[src/rtl/csa_triplet_loader.sv]
// rtl/csa_triplet_loader.sv - groups a 4-bit operand stream into x/y/z triplets for a 3-operand CSA
//
// Ports:
//   clk, rst                  single clock, synchronous active-high reset
//   in_data/in_valid/in_last  upstream operand stream; in_ready is high while filling
//   x, y, z                   operand triplet (first accepted word of a group on x)
//   out_valid/out_ready       downstream handshake; triplet held stable until taken
//   out_count                 number of real operands in the triplet (1..3)
//   out_last                  triplet closes a stream
// Unused slots of a short final group carry PAD.
module csa_triplet_loader #(
    parameter logic [3:0] PAD = 4'h0
) (
    input  logic       clk,
    input  logic       rst,
    input  logic [3:0] in_data,
    input  logic       in_valid,
    input  logic       in_last,
    output logic       in_ready,
    output logic [3:0] x,
    output logic [3:0] y,
    output logic [3:0] z,
    output logic       out_valid,
    input  logic       out_ready,
    output logic [1:0] out_count,
    output logic       out_last
);

    typedef enum logic [1:0] {
        FILL0 = 2'd0,
        FILL1 = 2'd1,
        FILL2 = 2'd2,
        HOLD  = 2'd3
    } state_t;

    state_t     state;
    state_t     state_next;
    logic [3:0] s0;
    logic [3:0] s1;

    logic       accept;
    logic       load_s0;
    logic       load_s1;
    logic       emit;
    logic [3:0] emit_x;
    logic [3:0] emit_y;
    logic [3:0] emit_z;
    logic [1:0] emit_count;
    logic       emit_last;

    // No input is taken while a triplet is pending; the HOLD->FILL0 edge is
    // the bubble cycle paid per triplet.
    assign in_ready = (state != HOLD);
    assign accept   = in_valid && in_ready;

    always_comb begin
        state_next = state;
        load_s0    = 1'b0;
        load_s1    = 1'b0;
        emit       = 1'b0;
        emit_x     = s0;
        emit_y     = s1;
        emit_z     = in_data;
        emit_count = 2'd3;
        emit_last  = in_last;
        case (state)
            FILL0: begin
                if (accept) begin
                    if (in_last) begin
                        emit       = 1'b1;
                        emit_x     = in_data;
                        emit_y     = PAD;
                        emit_z     = PAD;
                        emit_count = 2'd1;
                        emit_last  = 1'b1;
                        state_next = HOLD;
                    end else begin
                        load_s0    = 1'b1;
                        state_next = FILL1;
                    end
                end
            end
            FILL1: begin
                if (accept) begin
                    if (in_last) begin
                        emit       = 1'b1;
                        emit_x     = s0;
                        emit_y     = in_data;
                        emit_z     = PAD;
                        emit_count = 2'd2;
                        emit_last  = 1'b1;
                        state_next = HOLD;
                    end else begin
                        load_s1    = 1'b1;
                        state_next = FILL2;
                    end
                end
            end
            FILL2: begin
                if (accept) begin
                    emit       = 1'b1;
                    state_next = HOLD;
                end
            end
            HOLD: begin
                if (out_ready) begin
                    state_next = FILL0;
                end
            end
            default: state_next = FILL0;
        endcase
    end

    always_ff @(posedge clk) begin
        if (rst) begin
            state     <= FILL0;
            s0        <= 4'h0;
            s1        <= 4'h0;
            x         <= 4'h0;
            y         <= 4'h0;
            z         <= 4'h0;
            out_count <= 2'd0;
            out_last  <= 1'b0;
            out_valid <= 1'b0;
        end else begin
            state <= state_next;
            if (load_s0) begin
                s0 <= in_data;
            end
            if (load_s1) begin
                s1 <= in_data;
            end
            if (emit) begin
                x         <= emit_x;
                y         <= emit_y;
                z         <= emit_z;
                out_count <= emit_count;
                out_last  <= emit_last;
                out_valid <= 1'b1;
            end else if (state == HOLD && out_ready) begin
                out_valid <= 1'b0;
            end
        end
    end

endmodule

[config.mk]
export PLATFORM = sky130hd
export DESIGN_NAME = csa_triplet_loader
export DESIGN_NICKNAME = d
export VERILOG_FILES = /design/src/rtl/csa_triplet_loader.sv
export SDC_FILE = /design/constraint.sdc
export NUM_CORES = 1
export LEC_CHECK = 0
export CORE_AREA = 8 8 79 81
export DETAILED_ROUTE_END_ITERATION = 10
export DIE_AREA = 0 0 87 89
export GPL_TIMING_DRIVEN = 0
export SYNTH_ARGS = -nofsm -noshare
export SYNTH_HDL_FRONTEND = slang
export SYNTH_SLANG_ARGS = --single-unit
[constraint.sdc]
create_clock -name clk -period 2.1 [get_ports clk]
set_input_delay 0.42 -clock clk [delete_from_list [all_inputs] [get_ports clk]]
set_output_delay 0.42 -clock clk [all_outputs]
set_load 0.05 [all_outputs]
-- Yosys cells after proc, flatten, opt, wreduce, memory -nomap -nowiden
Cells that the tools add are included.
- register bits after elaboration: 26
- input port bits: 9
- word-level logic and storage cells: 58
- reduce and logical (&&, ||, !) cells: 6
- multiplexer cells: 35
- equality and inequality tests: 8
- operator list (cell ; count):
    two-way mux 4 bit ; 10
    two-way mux 1 bit ; 14
    two-way mux 2 bit ; 7
    != test 2 bit, second input constant ; 5
    one-hot mux 2 bit (4 select lines) ; 1
    one-hot mux 4 bit (2 select lines) ; 1
    == test 2 bit, second input constant ; 2
    one-hot mux 2 bit (2 select lines) ; 1
    AND reduction 4 bit ; 1
    == test 2 x 1 -> 1 bit, second input constant ; 1
    logical AND 1 bit ; 2
    logical NOT 2 bit ; 1
    one-hot mux 1 bit (2 select lines) ; 1
    nonzero test 2 bit ; 1
    OR reduction 2 bit ; 1

-- Depth between registers and ports, before layout
- depth in word-level cells: 5
- mapped depth: 8
- depth with buffers taken out: 6

-- Least setup slack after synthesis
No wires, ideal clock.
- path type: register to register
- start: register state[0]
- end: register out_count[1]
- period minus slack after synthesis: 1699 ps
- setup slack: 401 ps
- buffers on the path: 2
- data arrival time: 1568 ps
- stages on the path, launching flop included: 9
- data required time: 1969 ps
- path through: dfxtp_1 inv_1 ha_1 buf_2 o21ai_2 a211o_1 buf_2 nor3_1 nor3_2
- longest elaborated chain between the ends: 4
- elaborated cells between the ends (all ways): 11
- classes of those cells: 3 x eq/ne; 5 x mux; 3 x reduce/logical
- RTL lines (item ; RTL line ; text):
    start, declared ; 36 ; state_t state;
    start signal, assigned ; 126 ; state <= state_next;
    != test 2 bit ; 53 ; assign in_ready = (state != HOLD);
    logical AND 1 bit ; 54 ; assign accept = in_valid && in_ready;
    two-way mux 2 bit, or another cell as far along ; 68 ; if (accept) begin
    one-hot mux 2 bit (2 select lines) / one-hot mux 1 bit (2 select lines) (equally long branches) ; 66 ; case (state)
    end signal, assigned ; 137 ; out_count <= emit_count;
    end, declared ; 25 ; output logic [1:0] out_count,
Parallel ways exist; a longest one is shown, timed or not.
A chain may end at the register's enable or synchronous reset.

-- Final worst setup path
- start: register state[0]
- end: register out_last
- longest elaborated chain between the ends: 4
- elaborated cells between the ends (all ways): 11
- classes of those cells: 3 x eq/ne; 5 x mux; 3 x reduce/logical
- RTL lines (item ; RTL line ; text):
    != test 2 bit ; 53 ;
    logical AND 1 bit ; 54 ;
    two-way mux 1 bit, on equally long branches ; 100, 68 ;
    one-hot mux 1 bit (2 select lines) / two-way mux 1 bit (equally long branches) ; - ;
    end signal, assigned ; 138 ; out_last <= emit_last;
    end, declared ; 26 ; output logic out_last
Parallel ways exist; a longest one is shown, timed or not.

==> impl_metrics.ini <==
[worst_hold_path]
hold_start = z[1]$_SDFFE_PP0P_
min_delay_path_depth = 2
hp-class = register to register

[placement]
gp_congestion = 0.753
dp_cells = 221
place_ws_ps = -164
port_buffers = 23
place_hpwl_um = 2150

[setup_path]
reg2regPathDepth = 8
worstPathRequired_ps = 2310
critPathArrivalTime_ps = 2150
setup.worst_path.start_class = register
cp_top_family = compound AO/OA/AOI/OAI gates
worstPathCellList = inv_1 -> ha_1 -> buf_2 -> o21ai_2 -> a211oi_4 -> buf_6 -> nand2_1 -> a21oi_2
critPathSlowestCell = a211oi_4
critPathCapture = out_last$_SDFFE_PP0P_
cpPeakStageDelay_ps = 520
critical_path.max_fanout = 10
crit_buf_inv = 3
r2r_slack_ps = 160
rr_startpoint = state[0]$_SDFFE_PP0P_
rr_endpoint = out_last$_SDFFE_PP0P_
critical_path_depth = 8
critPathKind = register to register
cp-startpoint = state[0]$_SDFFE_PP0P_
worst_setup_path_end_kind = register

[detailed_routing]
drt_iter0_drc = 89
routed_via_density = 4.34
routed-via-count = 986
wl_per_cell_um = 12.6
wl_um = 2870
drc = 0
final_antenna_net_count = 0
dr.pass1.iters = 6

[cells_and_area]
layout_commonest_cell = dfxtp_1
final_core_util_pct = 32.3
final_nets = 173
antenna_cells = 0
final_cells = 227
area.growth.synth_to_final_pct = 31.1
final_layout_size_suffix_gt1_share_pct = 15.3
final_cell_mix = dfxtp_1 (26), clkdlybuf4s50_1 (22), nor2_1 (20)
fill_cells = 528

[flow_run]
cap_violations = 0

[global_routing]
grt_pass1_wl_um = 4440
overflow = 0
use_met1_pct = 9.23
grt_pass1_vias = 908
antenna_found_initial = 0
grt_max_degree = 14
track_usage_pct = 7.58
grtUsageMet2_pct = 11.5
grt_use_met3_pct = 3.03
grt_busiest_layer = met2

[sta]
clock_skew_ps = 0.796
max_slew_margin_pct = 64.2
finalCriticalPeriod_ps = 1940
holdWs_ps = 457
final.setup.tns_ps = 0
hold_viol_final = 0
tightestPinTransition_ps = 535
finalCritPeriodShare_pct = 92.4
setup_viol = 0
final_max_slew_viol_count = 0
rsz0062_at_grt = no
timing.final.ws_setup_ps = 160
max_freq_mhz = 515

[clock_network]
cts_tree = yes
clkLatencyLatePin_ps = 270
clk_pin_slew_ps = 80
hold_buffers = 0
cts_inserted_buffers = 3
cts_sinks = 26
cts_root_buf = clkbuf_8
htree_levels = 1
cts_buffer_depth = 2

[floorplanning]
dieArea_mm2 = 0.00774
top_level_ports = 26
initial_core_util_pct = 24.6
die_h_um = 89
row_count = 26
coreArea_mm2 = 0.00498
die_w_um = 87

[synth]
seq_area_frac_synth_pct = 42.5
synth_top_area_share_pct = 42.5
ys_seq_elements = 26
synth_edf_count = 0
syn_area_mm2 = 0.00122
synth_top_cell_by_area = dfxtp_1
syn-num-nets = 142
synth-async-reset-ratio_pct = 0
yosys_warnings = 0
synthDistinctLibCells = 30
syn_area_per_cell_um2 = 9.57
synth_flop_cell = dfxtp_1
yosys-top-cells-area = dfxtp_1 (42%), mux2i_1 (11%), nor2_1 (6.1%)
synthCells = 128

[pwr]
power.density_mw_per_mm2 = 1300
leakage_uw = 0.000581
peakVddDrop_mv = 0.324

[run_status]
status = finished clean
-- sequential cells by signal, summed over array words and instances (netlist names), 2 cells and up --
register   count
s0             4
s1             4
x              4
y              4
z              4
out_count      2
state          2
-- worst reg2reg max path, cell delays in order (launching register included) --
cell and delay (ps):
dfxtp_1 350, inv_1 130, ha_1 150, buf_2 210, o21ai_2 110, a211oi_4 520
buf_6 220, nand2_1 70, a21oi_2 110
-- what timing repair did --
action,CTS,global route
pin swaps,0,1
gates resized for setup,1,0
setup endpoints to repair,1,4
buffers inserted,0,3
-- Yosys cell counts, types with 4 or more instances --
library cell / instances
nor3_2: 5
a21oi_1: 5
nor2_1: 20
nand3_1: 5
ha_1: 5
inv_1: 4
buf_2: 4
nand2_1: 9
mux2i_1: 13
dfxtp_1: 26
a211oi_1: 5
-- logic make-up after synthesis --
family                   synth area share (%)
flip-flops                               42.5
buffers and inverters                    4.70
AO/OA/AOI/OAI                            15.2
AND/OR/NAND/NOR                          21.9
multiplexers                             10.6
adder cells (fa/ha/maj)                  5.11
-- routing by layer --
layer,wire length [µm],vias to the layer above
li1,-,510
met3,216,5
met2,1300,18
met5,0,-
met4,41,0
met1,1310,453
-- where the power goes --
part	internal [µW]	total (µW)	switching, µW
Combinational	415	1130	715
Sequential	606	674	67.2
Clock	129	280	152
-- final cells by class --
class	count	area, µm²	area share [%]
well taps	70	87.6	5.46
multi-input cells	90	647	40.3
inverters	4	15.0	0.935
plain buffers	8	42.5	2.65
repair buffers	26	251	15.7
flip-flops and latches	26	520	32.4
clock buffers	3	41.3	2.57
-- through the flow --
stage | power, µW | cell area (µm²)
finish | 2080 | 1610
global route | 2220 | 1610
CTS | 2090 | 1580
detailed placement | 1810 | 1540
global placement | 1800 | 1540
floorplan | 1500 | 1220
-- how the worst min path moves through the flow --
stage                          to  slack, ps
2_1_floorplan  s0[0]$_SDFFE_PP0P_        460
3_3_place_gp    z[1]$_SDFFE_PP0P_        450
3_5_place_dp    z[1]$_SDFFE_PP0P_        450
4_1_cts         z[1]$_SDFFE_PP0P_        460
5_1_grt         z[1]$_SDFFE_PP0P_        480
6_report        z[1]$_SDFFE_PP0P_        460
No activity file was read; power rests on OpenSTA's default activity.
==> patch: new RTL, config.mk and constraints unchanged <==
Re-encode `state_t` (4 states) as Gray code, 2 bits wide.
--- a/src/rtl/csa_triplet_loader.sv
+++ b/src/rtl/csa_triplet_loader.sv
@@ -28,8 +28,8 @@
 
     typedef enum logic [1:0] {
-        FILL0 = 2'd0,
-        FILL1 = 2'd1,
-        FILL2 = 2'd2,
-        HOLD  = 2'd3
+        FILL0 = 2'b00,
+        FILL1 = 2'b01,
+        FILL2 = 2'b11,
+        HOLD  = 2'b10
     } state_t;
 
Function: same outputs for any inputs over 10 cycles, from zero or initial values and one cycle with rst high; not proved beyond that.
==> patch against the unedited design <==
  * Non-clock buffer count increased by 2
  * Sequential cell count is the same
  * Design area is 1.9% lower
  * Synthesized cell count down 1.6%
  * Synthesized area down 3.9%
  * Wire length grew 4.7%
  * Worst setup slack gained 0.050 ns
Power is not compared: it rests on default switching activity, and its combinational part moved more than twofold at a synthesized area within 25%.
==> patch: results (changes against the unedited design) <==
Place WS -0.00216 ns (+0.162 ns); Worst Max-Slew Pin Slew 0.602 ns (+0.0673 ns); largest stage delay on the critical path 0.54 ns (+0.02 ns); Syn Area/Cell 9.34 um^2 (-2.4%); Net Count, Synth 135 (-4.9%); fraction of layout cells with a size suffix above 1 0.130 (-0.0230); Vias/cell 4.43 (+2.0%); Post-DP Area 1510 um^2 (-2.4%); Crit-path slowest cell dlygate4sd2_1; post-synthesis sequential area ratio 0.442 (+0.0172); dpl hpwl 2.24 mm (+4.1%); Nets 164 (-5.2%); Finished Layout Cells 224 (-1.3%); clock transition at the registers of the reported paths 0.10 ns (+0.02 ns); top cells by area, synth dfxtp_1, mux2i_1, a21oi_1; drt wl/cell 13.4 um (+6.1%); number of global-route vias before repair 987 (+8.7%); Fill cells 526 (-0.38%); Netlist cell types 32 (+6.7%); first-pass GRT wire length 4.92 mm (+11%); worst path arrival time 1.47 ns (-0.68 ns); skew final 0.00616 ns (+0.00537 ns); overall global routing resource usage 0.0824 (+0.00660); outcome complete, no violations; Worst path top cell family by delay buffers and inverters; commonest cells in the netlist dfxtp_1, a21oi_1, mux2i_1; RePlAce Congestion 0.765 (+1.5%); Port Buf Inserts 24 (+4.3%); largest net degree at the start of global routing 16 (+2); CP max FO 10 (unchanged); 1st-pass router iterations 4 (-2)
[patch: cell types whose count changed after synthesis, moves of 5 or more]
| cell | change |
|---|---|
| a21oi_1 | +11 |
| nor2_1 | -9 |
| o21ai_0 | +6 |
| ha_1 | -5 |
| nor3_2 | -5 |
[patch: area by class of cell]
class	count	area (um^2)	share of cell area
buffer	12	61.3	0.0389
clock buffer	3	41.3	0.0262
clock inverter	1	30.0	0.0191
inverter	3	11.3	0.00715
multi-input combinational	85	584	0.371
sequential	26	520	0.330
tap	70	87.6	0.0556
timing repair buffer	24	239	0.152
[patch: power by group through the flow]
stage	clock network [mW]	registers [mW]	logic, mW
4_1_cts	0.432	0.531	0.263
5_1_grt	0.454	0.534	0.281
3_3_place_gp	0	0.542	0.262
6_report	0.422	0.531	0.260
2_1_floorplan	0	0.602	0.117
3_5_place_dp	0	0.542	0.264
[patch: worst register-to-register path, delay by kind of cell (launching register included)]
family | cells | cell delay [ns]
flip-flops | 1 | 0.32
AO/OA/AOI/OAI | 1 | 0.23
buffers and inverters | 1 | 0.15
AND/OR/NAND/NOR | 1 | 0.17
multiplexers | 1 | 0.45
[patch: routing by layer]
metal | track usage | wire, um | vias up | part of all wire
met5 | 0 | 0 | - | 0
met4 | 0.0376 | 32 | 0 | 0.011
met3 | 0.0211 | 158 | 4 | 0.053
met2 | 0.133 | 1370 | 18 | 0.46
met1 | 0.101 | 1450 | 465 | 0.48
li1 | - | - | 505 | -
[patch: what timing repair did]
| item | 4_1_cts | 5_1_grt |
|---|---|---|
| resized for setup | 1 | 0 |
| endpoints found under the setup margin | 1 | 0 |
| hold buffers | 0 | 0 |
[patch: worst paths after layout]
check,from,to,depth (start not counted),slack [ns]
max,state[0],in_ready,3,0.21
min,z[1],z[1],2,0.48
min reg2reg,z[1],z[1],2,0.48
max reg2reg,state[1],y[2],4,0.70
[patch: cell families after synthesis]
| group | synth area share |
|---|---|
| muxes | 0.120 |
| buffers and inverters | 0.0616 |
| and+or+nand+nor | 0.155 |
| DFF | 0.442 |
| AOI/OAI and AO/OA | 0.221 |
